**config.mk**
```make
export PLATFORM = sky130hd
export DESIGN_NAME = multicrack_ctrl_flat
export DESIGN_NICKNAME = d
export VERILOG_FILES = /design/src/rtl/multicrack_ctrl_if.sv /design/src/rtl/multicrack_ctrl.sv /design/src/flat_wrapper.sv
export SDC_FILE = /design/constraint.sdc
export NUM_CORES = 1
export LEC_CHECK = 0
export ABC_AREA = 1
export ABC_CLOCK_PERIOD_IN_PS = 2450
export CORE_ASPECT_RATIO = 1.5
export CORE_UTILIZATION = 42
export DETAILED_ROUTE_END_ITERATION = 7
export PLACE_DENSITY = 0.9
export SLEW_MARGIN = 10
export SYNTH_ARGS = -nofsm -noshare
export SYNTH_HDL_FRONTEND = slang
export SYNTH_SLANG_ARGS = --single-unit
```
**constraint.sdc**
```tcl
create_clock -name clk -period 2.45 [get_ports clk]
set_clock_uncertainty 0.05 [all_clocks]
set_input_delay 0.735 -clock clk [delete_from_list [all_inputs] [get_ports clk]]
set_output_delay 0.735 -clock clk [all_outputs]
set_load 0.005 [all_outputs]
```
**src/rtl/multicrack_ctrl_if.sv**
```systemverilog
// Core-side bus between multicrack_ctrl and its array of crack cores.
// The controller uses the master modport; a core model uses the slave modport.
interface multicrack_ctrl_if #(
  parameter int NUM_CORES = 2,
  parameter int KEY_W     = 24
);
  logic [NUM_CORES-1:0]       core_rdy;
  logic [NUM_CORES-1:0]       core_key_valid;
  logic [NUM_CORES*KEY_W-1:0] core_key;
  logic [NUM_CORES-1:0]       core_en;
  logic [NUM_CORES-1:0]       core_abort;
  logic [NUM_CORES*KEY_W-1:0] core_base;

  modport master (
    input  core_rdy, core_key_valid, core_key,
    output core_en, core_abort, core_base
  );

  modport slave (
    output core_rdy, core_key_valid, core_key,
    input  core_en, core_abort, core_base
  );
endinterface

```
**src/rtl/multicrack_ctrl.sv**
```systemverilog
// Launches a partitioned key search over NUM_CORES crack cores, picks the
// lowest-index core that reports a key, aborts the rest, and reports the result.
module multicrack_ctrl #(
  parameter int          NUM_CORES  = 2,
  parameter int          KEY_W      = 24,
  parameter logic [31:0] MAX_CYCLES = 32'hFFFF_FFFF,
  parameter int          SETTLE     = 2
) (
  input  logic                 clk,
  input  logic                 rst_n,
  input  logic                 start,
  multicrack_ctrl_if.master    core_bus,
  output logic                 busy,
  output logic                 done,
  output logic                 found,
  output logic                 timeout,
  output logic [KEY_W-1:0]     key,
  output logic [((NUM_CORES > 1) ? $clog2(NUM_CORES) : 1)-1:0] winner,
  output logic [31:0]          cycles
);
  localparam int IDX_W = (NUM_CORES > 1) ? $clog2(NUM_CORES) : 1;
  localparam int SHIFT = KEY_W - $clog2(NUM_CORES);
  localparam int SET_W = (SETTLE > 1) ? $clog2(SETTLE) : 1;

  typedef enum logic [2:0] {
    S_IDLE, S_WAIT_RDY, S_LAUNCH, S_SETTLE, S_RUN, S_ABORT, S_DONE
  } state_t;

  state_t               state_q, state_d;
  logic [NUM_CORES-1:0] fin_q, fin_d;
  logic [NUM_CORES-1:0] en_q, en_d;
  logic [NUM_CORES-1:0] abort_q, abort_d;
  logic [SET_W-1:0]     settle_q, settle_d;
  logic                 busy_q, busy_d;
  logic                 done_q, done_d;
  logic                 found_q, found_d;
  logic                 timeout_q, timeout_d;
  logic [KEY_W-1:0]     key_q, key_d;
  logic [IDX_W-1:0]     winner_q, winner_d;
  logic [31:0]          cycles_q, cycles_d;

  logic [32:0]              cyc_sum;
  logic [31:0]              cyc_inc;
  logic [NUM_CORES-1:0]     hit;
  logic [NUM_CORES-1:0]     fin_now;
  logic [IDX_W-1:0]         win_idx;
  logic [KEY_W-1:0]         win_key;
  logic [NUM_CORES*KEY_W-1:0] base;

  // Each core searches an equal slice of the key space starting at its base.
  always_comb begin
    base = '0;
    for (int i = 0; i < NUM_CORES; i++) begin
      base[i*KEY_W +: KEY_W] = KEY_W'(i) << SHIFT;
    end
  end

  always_comb begin
    cyc_sum = {1'b0, cycles_q} + 33'd1;
    cyc_inc = cyc_sum[32] ? '1 : cyc_sum[31:0];
    hit     = core_bus.core_rdy & core_bus.core_key_valid;
    fin_now = fin_q | core_bus.core_rdy;
    win_idx = '0;
    win_key = '0;
    // Descending scan so the lowest reporting index wins ties.
    for (int i = NUM_CORES - 1; i >= 0; i--) begin
      if (hit[i]) begin
        win_idx = IDX_W'(i);
        win_key = core_bus.core_key[i*KEY_W +: KEY_W];
      end
    end

    state_d   = state_q;
    fin_d     = fin_q;
    en_d      = '0;
    abort_d   = '0;
    settle_d  = settle_q;
    found_d   = found_q;
    timeout_d = timeout_q;
    key_d     = key_q;
    winner_d  = winner_q;
    cycles_d  = cycles_q;

    case (state_q)
      S_IDLE, S_DONE: begin
        if (start) begin
          state_d   = S_WAIT_RDY;
          found_d   = 1'b0;
          timeout_d = 1'b0;
          key_d     = '0;
          winner_d  = '0;
          cycles_d  = '0;
        end
      end
      S_WAIT_RDY: begin
        if (&core_bus.core_rdy) begin
          state_d  = S_LAUNCH;
          en_d     = '1;
          cycles_d = 32'd1;
          fin_d    = '0;
          settle_d = '0;
        end
      end
      S_LAUNCH: begin
        state_d = (SETTLE == 0) ? S_RUN : S_SETTLE;
      end
      S_SETTLE: begin
        cycles_d = cyc_inc;
        if (settle_q == SET_W'(SETTLE - 1)) begin
          state_d = S_RUN;
        end else begin
          settle_d = settle_q + 1'b1;
        end
      end
      S_RUN: begin
        cycles_d = cyc_inc;
        fin_d    = fin_now;
        // A reported key outranks both completion and timeout in the same cycle.
        if (|hit) begin
          found_d  = 1'b1;
          key_d    = win_key;
          winner_d = win_idx;
          abort_d  = ~fin_now;
          state_d  = S_ABORT;
        end else if (&fin_now) begin
          state_d = S_DONE;
        end else if (cyc_inc >= MAX_CYCLES) begin
          timeout_d = 1'b1;
          abort_d   = ~fin_now;
          state_d   = S_ABORT;
        end
      end
      S_ABORT: begin
        cycles_d = cyc_inc;
        state_d  = S_DONE;
      end
      default: state_d = S_IDLE;
    endcase

    busy_d = !((state_d == S_IDLE) || (state_d == S_DONE));
    done_d = (state_d == S_DONE);
  end

  always_ff @(posedge clk or negedge rst_n) begin
    if (!rst_n) begin
      state_q   <= S_IDLE;
      fin_q     <= '0;
      en_q      <= '0;
      abort_q   <= '0;
      settle_q  <= '0;
      busy_q    <= 1'b0;
      done_q    <= 1'b0;
      found_q   <= 1'b0;
      timeout_q <= 1'b0;
      key_q     <= '0;
      winner_q  <= '0;
      cycles_q  <= '0;
    end else begin
      state_q   <= state_d;
      fin_q     <= fin_d;
      en_q      <= en_d;
      abort_q   <= abort_d;
      settle_q  <= settle_d;
      busy_q    <= busy_d;
      done_q    <= done_d;
      found_q   <= found_d;
      timeout_q <= timeout_d;
      key_q     <= key_d;
      winner_q  <= winner_d;
      cycles_q  <= cycles_d;
    end
  end

  assign core_bus.core_en    = en_q;
  assign core_bus.core_abort = abort_q;
  assign core_bus.core_base  = base;
  assign busy    = busy_q;
  assign done    = done_q;
  assign found   = found_q;
  assign timeout = timeout_q;
  assign key     = key_q;
  assign winner  = winner_q;
  assign cycles  = cycles_q;
endmodule

```
**src/flat_wrapper.sv**
```systemverilog
// flat-port wrapper written by rule: the top's interface ports become plain ports
module multicrack_ctrl_flat 
#(
  parameter int          NUM_CORES  = 2,
  parameter int          KEY_W      = 24,
  parameter logic [31:0] MAX_CYCLES = 32'hFFFF_FFFF,
  parameter int          SETTLE     = 2
)
  (clk, rst_n, start, busy, done, found, timeout, key, winner, cycles, core_bus_core_rdy, core_bus_core_key_valid, core_bus_core_key, core_bus_core_en, core_bus_core_abort, core_bus_core_base);
  multicrack_ctrl_if #(.NUM_CORES(NUM_CORES), .KEY_W(KEY_W)) core_bus_i ();
  input  logic clk;
  input  logic rst_n;
  input  logic start;
  output logic busy;
  output logic done;
  output logic found;
  output logic timeout;
  output logic [KEY_W-1:0] key;
  output logic [((NUM_CORES > 1) ? $clog2(NUM_CORES) : 1)-1:0] winner;
  output logic [31:0] cycles;
  input wire logic [$bits(core_bus_i.core_rdy)-1:0] core_bus_core_rdy;
  input wire logic [$bits(core_bus_i.core_key_valid)-1:0] core_bus_core_key_valid;
  input wire logic [$bits(core_bus_i.core_key)-1:0] core_bus_core_key;
  output wire logic [$bits(core_bus_i.core_en)-1:0] core_bus_core_en;
  output wire logic [$bits(core_bus_i.core_abort)-1:0] core_bus_core_abort;
  output wire logic [$bits(core_bus_i.core_base)-1:0] core_bus_core_base;
  assign core_bus_i.core_rdy = core_bus_core_rdy;
  assign core_bus_i.core_key_valid = core_bus_core_key_valid;
  assign core_bus_i.core_key = core_bus_core_key;
  assign core_bus_core_en = core_bus_i.core_en;
  assign core_bus_core_abort = core_bus_i.core_abort;
  assign core_bus_core_base = core_bus_i.core_base;
  multicrack_ctrl #(.NUM_CORES(NUM_CORES), .KEY_W(KEY_W), .MAX_CYCLES(MAX_CYCLES), .SETTLE(SETTLE)) u_core (.clk(clk), .rst_n(rst_n), .start(start), .core_bus(core_bus_i), .busy(busy), .done(done), .found(found), .timeout(timeout), .key(key), .winner(winner), .cycles(cycles));
endmodule
```
# Yosys cells after proc, flatten, opt, wreduce, memory -nomap -nowiden
# Index checks and enable logic that the tools add are counted.
# totals
regBits	71
in_bits	55
out_inout_bits	113
# classes
n_addsub	2
magnitude_cmp	1
eq_ne	13
muxes	38
bitwise	3
reduce_logical	18
# ops
cell	count
$mux 24	4
$mux 32	3
$pmux 32 s3	1
$pmux 24 s2	1
$add 32x1->33 const B	1
$ge 32x32->1 const B	1
$mux 3	6
$pmux 3 s6	1
$mux 2	7
$eq 3x3->1 const B	4
$mux 1	10
$pmux 1 s2	4
$reduce_and 2->1	4
$eq 3x2->1 const B	2
$logic_not 3->1	2
$ne 2x1->1 const B	3
$ne 2x2->1 const B	3
$reduce_and 3->1	2
$reduce_bool 2->1	3
$reduce_and 5->1	1
$pmux 2 s2	1
$reduce_or 2->1	2
$eq 3x1->1 const B	1
$reduce_bool 3->1	1
other kinds (7)	7

# Depth between registers and ports, before layout
# logic_depth
ltp_word	10
mapped_depth	19
mapped_depth_nobuf	19

# Least setup slack after synthesis
# No wires, ideal clock.
# synth_path
path_kind	flip-flop to flip-flop
from	register u_core.cycles_q[0], in the netlist u_core.cycles[0]
to	register u_core.busy_q, in the netlist u_core.busy
t_arrival_ns	2.171
required_ns	2.279
setup_slack_ns	0.108
stages_incl_launch_ff	20
path_cell_list	dfrtp_1 > ha_1 > nand2_2 > nor2_4 > nand2_4 > nor2_8 > nand3_4 > buf_6 > nand3_2 > nand2_1 > nor2_2 > nand2_1 > nor2_2 > nand2_2 > nand2_2 > nand2_2 > nand2_2 > nand2_1 > nor2_1 > nor2_1
# synth_via
elab_chain_cells	10
# synth_lines
element	line_no	text
from (decl)	multicrack_ctrl.sv:40	logic [31:0] cycles_q, cycles_d;
from (signal assigned)	multicrack_ctrl.sv:170	cycles_q <= cycles_d;
$add 32x1->33 (*)	multicrack_ctrl.sv:59	cyc_sum = {1'b0, cycles_q} + 33'd1;
$mux 32 (*)	multicrack_ctrl.sv:60	cyc_inc = cyc_sum[32] ? '1 : cyc_sum[31:0];
$ge 32x32->1 (*)	multicrack_ctrl.sv:127	end else if (cyc_inc >= MAX_CYCLES) begin
$mux 3 (*)	multicrack_ctrl.sv:127	
$mux 3 (*)	multicrack_ctrl.sv:125	end else if (&fin_now) begin
$mux 3 (*)	multicrack_ctrl.sv:119	if (|hit) begin
$pmux 3 s6 (*)	multicrack_ctrl.sv:84	case (state_q)
net u_core.state_d[1]	multicrack_ctrl.sv:29	state_t state_q, state_d;
$eq 3x3->1 / $logic_not 3->1 (equally long branches)	multicrack_ctrl.sv:140	busy_d = !((state_d == S_IDLE) || (state_d == S_DONE));
$logic_or 1x1->1 (*)	multicrack_ctrl.sv:140	
$logic_not 1->1 (*)	multicrack_ctrl.sv:140	
net u_core.busy_d	multicrack_ctrl.sv:34	logic busy_q, busy_d;
to (signal assigned)	multicrack_ctrl.sv:164	busy_q <= busy_d;
to (decl)	multicrack_ctrl.sv:34	
# The timed path passes the listed nets; every way through them passes the cells marked *.
# A chain may end at the register's enable or synchronous reset.

# Final worst setup path
# Same ends and word-level chain as after synthesis.

==> results by group <==
Clock network
  – Root buffer cell: clkbuf_16
  – CTS buffer count: 9
  – TritonCTS clock tree: done
  – CTS hold repair buffers: 0
  – Clk buf depth: 2
  – Clock transition at the registers of the reported paths: 0.06 ns
  – H-tree depth reported by CTS: 3
  – Later-pin clock latency in the skew report: 0.33 ns
  – Clk sink count: 70

Global routing
  – Busiest grt layer: met2
  – All-Layer GR Usage: 0.2639
  – Global route total overflow: 0
  – Met2 capacity usage during global routing: 0.4739
  – Largest net degree at the start of global routing: 36
  – M3 GR Usage: 0.05739
  – Met1 Use GR: 0.2730
  – First-pass GRT wire length: 23.89 mm
  – Initial antenna violation count: 0
  – Vias in the first global route: 5136

Critical path
  – Req. time, crit path: 2.62 ns
  – CP Launch Type: flop
  – Critical Path Slowest Stage Cell: dfrtp_1
  – Reg-to-Reg Start: u_core.cycles[0]
  – Crit path capture type: flop
  – Delay of the slowest critical-path stage: 0.37 ns
  – Cell mode on critical path: nand2_2
  – CP cell instances: ha_2 > nand2_2 > nor2_4 > nand2_4 > nor2_8 > buf_12 > nand3_4 > nand3_2 > nand2_1 > nor2_1 > nand2_1 > nor2_2 > nand2_2 > nand2_2 > nand2_2 > nand2_2 > nand2_2 > nor2_2 > nor2_1
  – Beginning of the critical path: u_core.cycles[0]
  – FF-to-FF path depth: 19
  – Crit path DAT: 2.78 ns
  – Critical Path Fanout Max: 8
  – Setup CP Type: flop to flop

Logic synthesis
  – Most frequent cell after synthesis: nand2_1
  – Area share of the largest cell type after synthesis: 0.3676
  – Yosys warning count: 0
  – Post-synth EDFFs: 0
  – Synth cell count leaders: nand2_1 (155), nand3_1 (134), nor2_1 (73), dfrtp_1 (70), inv_1 (67)
  – Ranking of synthesized cells by area: dfrtp_1 (37%), nand3_1 (14%), nand2_1 (12%)
  – Asr flop ratio synth: 1.000
  – Yosys reg bits: 70
  – Sequential area share after synthesis: 0.3676
  – Netlist cell types: 33
  – Syn Inst Count: 690
  – Post-synth top flop: dfrtp_1
  – Cell taking the most area after synthesis: dfrtp_1
  – Syn_area_per_cell: 6.907 um2
  – Synthesized area: 4766 um2

Timing
  – Final Setup Violations: 7
  – Setup ws final: -0.1657 ns
  – Final hold slack: 0.3010 ns
  – Crit share post-route: 1.068
  – Slew Limit Fails: 0
  – Final hold violations: 0
  – Fin crit period: 2.616 ns
  – Fin Setup TNS: -0.8483 ns
  – Slew HR: 0.6477
  – Worst Max-Slew Pin Slew: 0.5279 ns
  – RSZ-0062 raised after global routing: yes
  – Fmax: 382.3 MHz

Floorplan
  – Die X-Extent: 88.98 um
  – Core area: 11060 um2
  – Row count: 47
  – Die Y: 132.5 um
  – Die footprint: 11790 um2
  – Initial core utilization: 0.4311
  – IO Count: 168

Pwr
  – Seq pwr share: 0.276
  – Int Pwr: 4.463 mW
  – Peak supply drop: 0.0005869 V
  – Power share of the clock group: 0.200
  – Pwr Density: 1058 nW/um2
  – Switching Fraction: 0.3945
  – Combinational power share: 0.524
  – Total Power: 7.371 mW
  – Switch Pwr: 2.908 mW
  – Pleak: 3.204 nW

Layout
  – Fraction of layout cells with a size suffix above 1: 0.1773
  – Ant. Diodes: 0
  – Layout Area Growth over Synthesis: 46.21%
  – Footprint of the multi-input gates: 2634 um2
  – Fillers: 939
  – Nets@finish: 931
  – Register area: 1752 um2

Detailed routing
  – Wire per inst: 15.36 um
  – 1st-pass router iterations: 5
  – Detail Route Antenna Nets: 0
  – Vias per cell: 5.365
  – Remaining DRCs: 0
  – Total wire length: 15.78 mm
  – Initial drt markers: 423
  – Total vias in the final route: 5510

Place
  – # port buffers: 119
  – Pre-CTS setup slack: -0.03754 ns
  – Final GP Congestion: 0.9743
  – Post-DP HPWL: 11.23 mm

Job
  – Max cap viols: 0

Run status
  – Outcome: finished, violations left
  – Violated checks: negative setup slack

Worst hold path
  – Worst hold path class: input port to asynchronous set/reset pin
==> worst max-delay path: cells and delay by family, from the launching register on <==
family	cells	cell delay (ns)
AND/OR/NAND/NOR	17	1.74
buffers and inverters	1	0.14
flip-flops	1	0.37
adder cells (fa/ha/maj)	1	0.20
==> area by class of cell <==
type,instances,share of cell area
clock buffer,13,0.03879
inverter,74,0.04004
timing repair buffer,194,0.2561
clock inverter,3,0.009337
multi-input combinational,526,0.3780
tap,147,0.02640
sequential,70,0.2514
==> placed cells by master, fill, tap and decap left out, types with 3 or more instances in the layout <==
master           count
o21ai_1              3
o21ai_0             39
clkbuf_16            9
a211oi_1             3
nand2_2             13
nand3_2             15
dfrtp_1             70
clkbuf_8             3
xor2_1               4
buf_4               72
nand3b_1             3
nand3_4              4
nand3_1            122
inv_1               67
nand2_1            150
conb_1              48
nand4_1              7
nor2_4               4
a21oi_1              4
nand2_4              3
inv_2                6
clkdlybuf4s50_1    118
nor2_2              12
o22ai_1              9
nor3_1               5
nor2_1              66
==> per-stage QoR <==
step | utilization | cell area, um2 | std cells
after floorplan | - | 4938 | 736
after global placement | 0.5733 | 6339 | 997
after detailed placement | 0.5733 | 6339 | 997
after CTS | 0.6069 | 6710 | 1014
after global routing | 0.6303 | 6968 | 1027
final | 0.6303 | 6968 | 1027
==> final timing paths <==
path                                      to  slack [ns]
min reg2reg                    u_core.key[7]        0.46
max in group asynchronous    u_core.fin_q[1]        1.41
min in group clk               u_core.key[7]        0.46
max reg2reg                      u_core.busy       -0.17
max                              u_core.busy       -0.17
min                        u_core.cycles[11]        0.30
==> metal layers <==
layer / vias up / wire [um] / part of all wire
met3: 86 / 1417 / 0.090
met1: 2517 / 5177 / 0.33
met4: 0 / 943 / 0.060
met5: - / 0 / 0
met2: 387 / 8239 / 0.52
li1: 2520 / - / -
==> kinds of logic after synthesis <==
group / Yosys count / synth area share
fa+ha+maj: 1 / 0.002625
other cells: 2 / 0.001576
compound gates: 63 / 0.07246
flops: 70 / 0.3676
simple gates: 407 / 0.3938
xor+xnor: 4 / 0.007350
buf+inv: 143 / 0.1546
==> state kept, by name, summed over array words and instances, names as in the netlist <==
name	cells
u_core.busy	1
u_core.core_bus.core_abort	2
u_core.core_bus.core_en	1
u_core.cycles	32
u_core.done	1
u_core.fin_q	2
u_core.found	1
u_core.key	24
u_core.settle_q	1
u_core.state_q	3
u_core.timeout	1
u_core.winner	1
==> power by group through the flow <==
stage	combinational (mW)	sequential, mW	clock, mW
detailed placement	3.62	2.05	0
global route	4.21	2.09	1.53
floorplan	1.56	2.11	0
CTS	3.66	2.03	1.48
global placement	3.56	2.02	0
finish	3.86	2.04	1.47
==> timing repair <==
item / CTS / global route
hold endpoints to repair: 0 / 0
pin swaps: 2 / 23
cloned: 1 / 2
setup endpoints to repair: 2 / 8
gates resized for setup: 5 / 32
buffers inserted: 0 / 11
Power figures use the tool's default switching activity.
